File: src/rtl/dotmatrix_pkg.sv
// Shared types for the 16x16 dot-matrix display path (display controller and scan driver).
package dotmatrix_pkg;

  localparam int ROWS = 16;
  localparam int COLS = 16;
  localparam int RW   = $clog2(ROWS);

  typedef logic [ROWS-1:0]      row_t;
  typedef logic [COLS-1:0]      col_t;
  typedef logic [ROWS*COLS-1:0] frame_t;
  typedef logic [RW-1:0]        row_idx_t;

  localparam col_t COL_OFF = '1;

  // Row r of a frame is the 16-bit slice starting at bit r*COLS; bit c is column c.
  function automatic col_t row_slice(input frame_t f, input row_idx_t r);
    return f[int'(r)*COLS +: COLS];
  endfunction

endpackage

File: src/rtl/dotmatrix_slot_timer.sv
// Slot timer: cycle counter within a row slot and the row index, with slot/frame strobes.
// Exposes next-state values so the top can register outputs that match the new slot position.
module dotmatrix_slot_timer
  import dotmatrix_pkg::*;
#(
  parameter int ROW_CYCLES = 1024,
  parameter int CW         = $clog2(ROW_CYCLES)
) (
  input  logic          clk,
  input  logic          reset,
  output logic [CW-1:0] cnt_d_o,
  output row_idx_t      r_d_o,
  output logic          slot_end_o,
  output logic          frame_wrap_o
);

  localparam logic [CW-1:0] LAST_CNT = CW'(ROW_CYCLES - 1);
  localparam row_idx_t      LAST_ROW = RW'(ROWS - 1);

  logic [CW-1:0] cnt_q, cnt_d;
  row_idx_t      r_q, r_d;
  logic          slot_end, frame_wrap;

  always_comb begin
    slot_end   = (cnt_q == LAST_CNT);
    frame_wrap = slot_end && (r_q == LAST_ROW);
    cnt_d      = slot_end ? '0 : cnt_q + 1'b1;
    r_d        = slot_end ? r_q + 1'b1 : r_q;
  end

  // Reset parks on the last cycle of row 15 so the first edge after release is a frame boundary.
  // NOTE: sequential state uses non-blocking assignments so every register samples pre-edge values.
  always_ff @(posedge clk or negedge reset) begin
    if (!reset) begin
      cnt_q <= LAST_CNT;
      r_q   <= LAST_ROW;
    end else begin
      cnt_q <= cnt_d;
      r_q   <= r_d;
    end
  end

  assign cnt_d_o      = cnt_d;
  assign r_d_o        = r_d;
  assign slot_end_o   = slot_end;
  assign frame_wrap_o = frame_wrap;

endmodule

File: src/rtl/dotmatrix_scan.sv
// Row-multiplexed scan driver: latches a frame at each frame boundary, blanks the start of every row slot.
// Optional brightness control with `define DOTMAT_DIM_EN (adds the dim port).
module dotmatrix_scan
  import dotmatrix_pkg::*;
#(
  parameter int ROW_CYCLES = 1024,
  parameter int BLANK      = 64
) (
  input  logic       clk,
  input  logic       reset,
  input  frame_t     pattern,
`ifdef DOTMAT_DIM_EN
  input  logic [2:0] dim,
`endif
  output row_t       row,
  output col_t       col_n,
  output logic       frame_start
);

  localparam int            CW      = $clog2(ROW_CYCLES);
  localparam logic [CW-1:0] BLANK_C = CW'(BLANK);

  logic [CW-1:0] cnt_d;
  row_idx_t      r_d;
  logic          slot_end, frame_wrap;

  dotmatrix_slot_timer #(
    .ROW_CYCLES (ROW_CYCLES),
    .CW         (CW)
  ) u_slot_timer (
    .clk          (clk),
    .reset        (reset),
    .cnt_d_o      (cnt_d),
    .r_d_o        (r_d),
    .slot_end_o   (slot_end),
    .frame_wrap_o (frame_wrap)
  );

  frame_t frame_buf_q, frame_buf_d;
  row_t   ring_q, ring_d;
  row_t   row_q, row_d;
  col_t   col_n_q, col_n_d;
  logic   frame_start_q, frame_start_d;
  logic   drive_cols;

`ifdef DOTMAT_DIM_EN
  localparam int LIT     = ROW_CYCLES - BLANK;
  localparam int SUB_LEN = LIT / 8;

  if (LIT % 8 != 0) begin : g_bad_lit
    $error("dotmatrix_scan: ROW_CYCLES-BLANK must be a multiple of 8 with DOTMAT_DIM_EN");
  end

  logic [2:0]    dim_q, dim_d;
  logic [CW-1:0] sub;

  // The lit window is split into eight equal sub-slots; columns are driven up to sub-slot dim.
  always_comb begin
    dim_d      = frame_wrap ? dim : dim_q;
    sub        = (cnt_d - BLANK_C) / CW'(SUB_LEN);
    drive_cols = (sub <= CW'(dim_d));
  end

  always_ff @(posedge clk or negedge reset) begin
    if (!reset) dim_q <= 3'd7;
    else        dim_q <= dim_d;
  end
`else
  assign drive_cols = 1'b1;
`endif

  // NOTE: every always_comb output gets a default first, so no path can infer a latch.
  always_comb begin
    frame_buf_d   = frame_wrap ? pattern : frame_buf_q;
    ring_d        = slot_end ? {ring_q[ROWS-2:0], ring_q[ROWS-1]} : ring_q;
    row_d         = '0;
    col_n_d       = COL_OFF;
    frame_start_d = frame_wrap;
    if (cnt_d >= BLANK_C) begin
      row_d = ring_d;
      if (drive_cols) col_n_d = ~row_slice(frame_buf_d, r_d);
    end
  end

  // Row-select ring tracks r as a one-hot; it starts on row 15 so the first slot lands on row 0.
  // NOTE: frame_buf is a plain register bank, so it can take an async reset to a defined dark frame.
  always_ff @(posedge clk or negedge reset) begin
    if (!reset) begin
      frame_buf_q   <= '0;
      ring_q        <= row_t'(1) << (ROWS - 1);
      row_q         <= '0;
      col_n_q       <= COL_OFF;
      frame_start_q <= 1'b0;
    end else begin
      frame_buf_q   <= frame_buf_d;
      ring_q        <= ring_d;
      row_q         <= row_d;
      col_n_q       <= col_n_d;
      frame_start_q <= frame_start_d;
    end
  end

  assign row         = row_q;
  assign col_n       = col_n_q;
  assign frame_start = frame_start_q;

endmodule
File: config.mk
export PLATFORM = sky130hd
export DESIGN_NAME = dotmatrix_scan
export DESIGN_NICKNAME = d
export VERILOG_FILES = /design/src/rtl/dotmatrix_pkg.sv /design/src/rtl/dotmatrix_slot_timer.sv /design/src/rtl/dotmatrix_scan.sv
export SDC_FILE = /design/constraint.sdc
export NUM_CORES = 1
export LEC_CHECK = 0
export CORE_ASPECT_RATIO = 1.4
export CORE_UTILIZATION = 30
export CTS_BUF_LIST = sky130_fd_sc_hd__clkbuf_16
export CTS_CLUSTER_DIAMETER = 30
export DETAILED_ROUTE_END_ITERATION = 8
export RECOVER_POWER = 100
export SLEW_MARGIN = 10
export SYNTH_ARGS = -nofsm -noshare
export SYNTH_HDL_FRONTEND = slang
export SYNTH_HIERARCHICAL = 1
export SYNTH_SLANG_ARGS = --single-unit
File: constraint.sdc
create_clock -name clk -period 4.26 [get_ports clk]
set_clock_uncertainty 0.15 [all_clocks]
set_input_delay 0.426 -clock clk [delete_from_list [all_inputs] [get_ports clk]]
set_output_delay 0.426 -clock clk [all_outputs]
set_load 0.02 [all_outputs]
# [After elaboration in Yosys (flattened, before gate mapping)]
# Index checks and enable logic that the tools add are counted.
[classes] n_reduce_logical=1 n_lt_le_gt_ge=1 n_eq_ne=2 shift=1 add_sub_neg=2 n_mux=6 bitwise=1
[ops] cell="$mux 256" count=1
[ops] cell="$shiftx 256x9->16" count=1
[ops] cell="$mux 16" count=3
[ops] cell="$not 16->16" count=1
[ops] cell="$add 10x1->10 const B" count=1
[ops] cell="$eq 10x10->1 const B" count=1
[ops] cell="$ge 10x7->1 const B" count=1
[ops] cell="$mux 10" count=1
[ops] cell="$add 4x1->4 const B" count=1
[ops] cell="$eq 4x4->1 const B" count=1
[ops] cell="$mux 4" count=1
[ops] cell="$logic_and 1x1->1" count=1
[word_totals] register_bits=319 word_cells=21 input_bits=258 output_inout_bits=33

# [Logic depth before layout (Yosys ltp)]
[logic_depth] word_depth=6 ltp_mapped=11 depth_no_buf=8

# [Cells and area by module]
# The synthesis kept the hierarchy.
[modules_own_cells] module="dotmatrix_scan" area_each_um2=14490.1 cells_per_inst=1025 seq_area_each_um2=7653.6 instances=1
[modules_own_cells] module="dotmatrix_slot_timer" area_each_um2=720.7 cells_per_inst=60 seq_area_each_um2=367.9 instances=1

# [Least setup slack after synthesis]
# No wires, ideal clock.
[synth_timing] kind="reg2reg" from="reg u_slot_timer.cnt_q[0]" to="reg frame_buf_q[100]" path_stages_with_launch=11 path_buffers=5 slack_ns=1.360 setup_time_ns=0.125 period_less_slack_ns=2.900 t_arrival_ns=2.625 required_ns=3.985 cell_sequence="dfstp_2 -> ha_1 -> nand2_2 -> nor3_4 -> and4_1 -> buf_6 -> buf_6 -> buf_4 -> buf_2 -> buf_4 -> mux2_2"
[synth_between] elab_chain_len=3
[synth_rtl] item="start, declared" line_no="dotmatrix_slot_timer.sv:20" rtl="logic [CW-1:0] cnt_q, cnt_d;"
[synth_rtl] item="start signal, assigned" line_no="dotmatrix_slot_timer.sv:38" rtl="cnt_q <= cnt_d;"
[synth_rtl] item="$eq 10x10->1" line_no="dotmatrix_slot_timer.sv:25" rtl="slot_end = (cnt_q == LAST_CNT);"
[synth_rtl] item="net slot_end" line_no="dotmatrix_scan.sv:25" rtl="logic slot_end, frame_wrap;"
[synth_rtl] item="$logic_and 1x1->1" line_no="dotmatrix_slot_timer.sv:26" rtl="frame_wrap = slot_end && (r_q == LAST_ROW);"
[synth_rtl] item="net frame_start_d" line_no="dotmatrix_scan.sv:43" rtl="logic frame_start_q, frame_start_d;"
[synth_rtl] item="$mux 256" line_no="dotmatrix_scan.sv:74" rtl="frame_buf_d = frame_wrap ? pattern : frame_buf_q;"
[synth_rtl] item="net frame_buf_d[100]" line_no="dotmatrix_scan.sv:39" rtl="frame_t frame_buf_q, frame_buf_d;"
[synth_rtl] item="end signal, assigned" line_no="dotmatrix_scan.sv:95" rtl="frame_buf_q <= frame_buf_d;"
[synth_rtl] item="end, declared" line_no="dotmatrix_scan.sv:39"
# The timed path passes the listed nets, and every way through them passes these cells.

# [Worst setup path after layout]
[layout_timing] from="reg u_slot_timer.cnt_q[2]" to="reg col_n_q[1], in the netlist col_n[1]"
[layout_between] elab_chain_len=6 elab_cells_between_ends=10 classes_between="add/sub (1); order compare (1); eq/ne (1); shift (1); mux (4); bitwise (1); reduce/logical (1)"
[layout_rtl] item="$eq 10x10->1" line_no="dotmatrix_slot_timer.sv:25"
[layout_rtl] item="net slot_end" line_no="dotmatrix_scan.sv:25"
[layout_rtl] item="$logic_and 1x1->1" line_no="dotmatrix_slot_timer.sv:26"
[layout_rtl] item="net frame_start_d" line_no="dotmatrix_scan.sv:43"
[layout_rtl] item="$mux 256" line_no="dotmatrix_scan.sv:74"
[layout_rtl] item="$shiftx 256x9->16" line_no="dotmatrix_pkg.sv:17" rtl="return f[int'(r)*COLS +: COLS];"
[layout_rtl] item="$not 16->16" line_no="dotmatrix_scan.sv:81" rtl="if (drive_cols) col_n_d = ~row_slice(frame_buf_d, r_d);"
[layout_rtl] item="$mux 16" line_no="dotmatrix_scan.sv:79" rtl="if (cnt_d >= BLANK_C) begin"
[layout_rtl] item="net col_n_d[1]" line_no="dotmatrix_scan.sv:42" rtl="col_t col_n_q, col_n_d;"
[layout_rtl] item="end signal, assigned" line_no="dotmatrix_scan.sv:98" rtl="col_n_q <= col_n_d;"
[layout_rtl] item="end, declared" line_no="dotmatrix_scan.sv:42"
# The timed path passes the listed nets, and every way through them passes these cells.

==> metrics.cfg <==
[drt]
wl_met1_um = 17700
wl_per_cell_um = 21.2
firstDrtPassIters = 5
ant_nets = 0
routed-wl-met2_um = 21200
drtIter0Drc = 513
vias_per_cell = 4.99
wl_um = 44600
vias = 10500
routed.top_layer = met5
wl_met3_um = 3040
drc_errors = 0

[cells_and_area]
synthToLayoutAreaGrowth_pct = 38.6
layout-drive-gt1-share_pct = 30.3
final_util_pct = 42.1
finalNonFillerCells = 2103
fin_nets = 1663
fillers = 4659

[sta]
tightest_slew_ns = 2.87
max_slew_margin_pct = -91.1
setup-tns-final_ns = 0
drv_slew = 106
rsz0062_at_grt = no
hold_violations = 0
setup_viol_count_final = 0
post-route-min-period_ns = 3.85
finalCritPeriodShare_pct = 90.3
fmaxAchievable_mhz = 260

[synthesis]
ys_types = 50
synth_largest_area_cell = dfrtp_1
async_flop_share_pct = 100
netlist_top_cells_count = 288 x dfrtp_1, 259 x mux2_2, 50 x nor2_1
synthesis.nets = 1345
synthTopCellsByArea = dfrtp_1 47%, mux2_2 19%, mux4_2 7.1%
netlist_instances = 1085
yosysWarnings = 6
synth_edf_count = 0
syn_area_per_cell_um2 = 14.0
synth_area_um2 = 15200
netlist.area_leader.share_pct = 47.4
yosysMostFrequentCell = dfrtp_1
ys_ff_latch = 319
seq_area_frac_synth_pct = 52.7
synth_flop_cell = dfrtp_1

[grt]
antenna_found_initial = 17
grt_pass1_wl_um = 66600
grt_pass1_vias = 10900
grt_use_total_pct = 17.5
overflow = 0
grt_max_degree = 107

[critical_path]
ff2ff_path_depth = 8
path_buf_inv = 1
max_stage_delay_ns = 0.60
crit_required_ns = 4.59
end_kind = flip-flop
crit_type = reg -> reg
crit_arrival_ns = 4.18
critPathSlowestCell = clkbuf_1
worstReg2RegStart = u_slot_timer/cnt_q[2]
cp_cell_sequence = nand3_1, nor3_4, and4_4, clkbuf_1, mux4_2, nand2_1, o311ai_0, o2111ai_1
rr_endpoint = col_n[1]
r2r_slack_ns = 0.41
crit_family = simple AND/OR/NAND/NOR gates
cp_max_fo = 14
start_kind = flip-flop

[place]
gp_congestion = 0.837
hpwl_um = 32700
io_buffers = 290
dp.cells = 1976

[clock_network]
clockBufferDepth = 3
clk_latency_ns = 0.57
postCtsSetupBuffers = 0
cts_tree = done
clkSinkCount = 319
cts_buffers = 67
cts_root_buf = clkbuf_16
cts.clk_slew.worst_paths_ns = 0.05
cts.htree.levels = 3

[power_and_ir_drop]
p_leak_nw = 9.34
powerDensity_nw_per_um2 = 400
peakVddDrop_uv = 250

[die]
ios = 291
die_y_um = 268
dieArea_um2 = 51600
fp-row-count = 97
fp.dieW_um = 192
core_area_um2 = 50000
start_util_pct = 30.4

[hold_path]
min_path_type = reg -> reg
min_to = frame_buf_q[148]
holdPathStages = 1
holdCritStartpoint = frame_buf_q[148]

[run_status]
violations = capacitance limit, slew limit
status = finished with violations

[flow_run]
maxCapViolations = 1

state kept, by name, summed over array words and instances (netlist names):
| signal | flops |
|---|---|
| ring_q | 16 |
| frame_start | 1 |
| frame_buf_q | 256 |
| u_slot_timer/cnt_q | 10 |
| u_slot_timer/r_q | 4 |
| col_n | 16 |
| row | 16 |
kinds of logic after synthesis:
group,count (synthesis),synth area share [%]
AO/OA/AOI/OAI,149,7.35
adder cells (fa/ha/maj),2,0.164
flip-flops,319,52.7
XOR/XNOR,8,0.461
buffers and inverters,90,3.59
multiplexers,370,30.6
AND/OR/NAND/NOR,147,5.13
layout make-up:
type                            count  area [um2]  area share (%)
Tap cell                          643         805            3.82
Multi-Input combinational cell    676        6680            31.7
Sequential cell                   319        8020            38.1
Timing Repair Buffer              334        3320            15.7
Clock buffer                       71        1780            8.43
Inverter                            5        18.8          0.0891
Antenna cell                        9        22.5           0.107
Clock inverter                     46         437            2.07
cell usage in the layout, fill, tap and decap left out, types with 5 or more instances in the layout:
master / netlist / layout
a211oi_1: 32 / 32
o21ai_1: 8 / 5
buf_4: 25 / 30
buf_12: 0 / 8
o41ai_1: 16 / 16
a22o_1: 16 / 16
mux2_1: 13 / 62
o2111ai_1: 16 / 16
nor2_1: 50 / 50
clkinv_4: 0 / 5
mux2i_1: 49 / 49
nor2b_1: 25 / 25
nand2_1: 21 / 21
clkinv_1: 1 / 6
nand3_1: 6 / 7
o21ai_0: 9 / 12
dlygate4sd3_1: 0 / 34
mux4_2: 48 / 48
dfstp_2: 31 / 29
inv_1: 4 / 14
mux2_2: 259 / 210
dfrtp_1: 288 / 288
o311ai_0: 8 / 6
and2_0: 0 / 10
and2_1: 26 / 16
clkdlybuf4s50_1: 0 / 256
clkbuf_16: 0 / 71
diode_2: 0 / 9
bufinv_16: 0 / 6
clkinvlp_4: 0 / 5
o22ai_1: 32 / 32
clkinv_2: 0 / 8
o311ai_1: 7 / 9
worst reg2reg max path, cell delays in order, from the launching register on:
cell,delay [ns]
dfstp_1,0.58
nand3_1,0.38
nor3_4,0.45
and4_4,0.46
clkbuf_1,0.61
mux4_2,0.58
nand2_1,0.10
o311ai_0,0.23
o2111ai_1,0.23
metrics by stage:
| stage | hold slack, ns | power, mW | instance area (um2) | setup WS, ns |
|---|---|---|---|---|
| after floorplan | -0.0196 | 3.10 | 15200 | 1.36 |
| after global placement | 0.317 | 3.44 | 18900 | 0.630 |
| after detailed placement | 0.322 | 3.45 | 18900 | 0.540 |
| after CTS | 0.295 | 8.56 | 21100 | 0.518 |
| after global routing | 0.303 | 8.73 | 21100 | 0.159 |
| final | 0.328 | 8.43 | 21100 | 0.413 |
where the power goes:
| group | switching [mW] | total, mW | internal [mW] |
|---|---|---|---|
| Clock | 1.67 | 5.03 | 3.36 |
| Sequential | 0 | 3.04 | 3.04 |
| Combinational | 0.136 | 0.355 | 0.219 |
worst max path at each step:
stage / slack, ns / from / end / depth (start not counted)
2_1_floorplan: 1.36 / u_slot_timer/cnt_q[0] / frame_buf_q[100] / 10
3_3_place_gp: 0.63 / u_slot_timer/cnt_q[0] / col_n[4] / 9
3_5_place_dp: 0.54 / u_slot_timer/cnt_q[0] / col_n[4] / 9
4_1_cts: 0.52 / u_slot_timer/cnt_q[0] / col_n[4] / 9
5_1_grt: 0.16 / reset / frame_buf_q[37] / 3
6_report: 0.41 / u_slot_timer/cnt_q[2] / col_n[1] / 8
what timing repair did:
action / 4_1_cts / 5_1_grt
hold endpoints to repair: 92 / 0
hold buffers: 1 / 0
gates resized for setup: 0 / 0
per-layer routing:
layer | track usage, % | vias to the layer above
met3 | 5.13 | 118
met2 | 27.3 | 326
met1 | 20.9 | 5320
li1 | - | 4722
met4 | 11.3 | 16
met5 | 0 | -
Note: power is estimated with default switching activity, not from simulation.
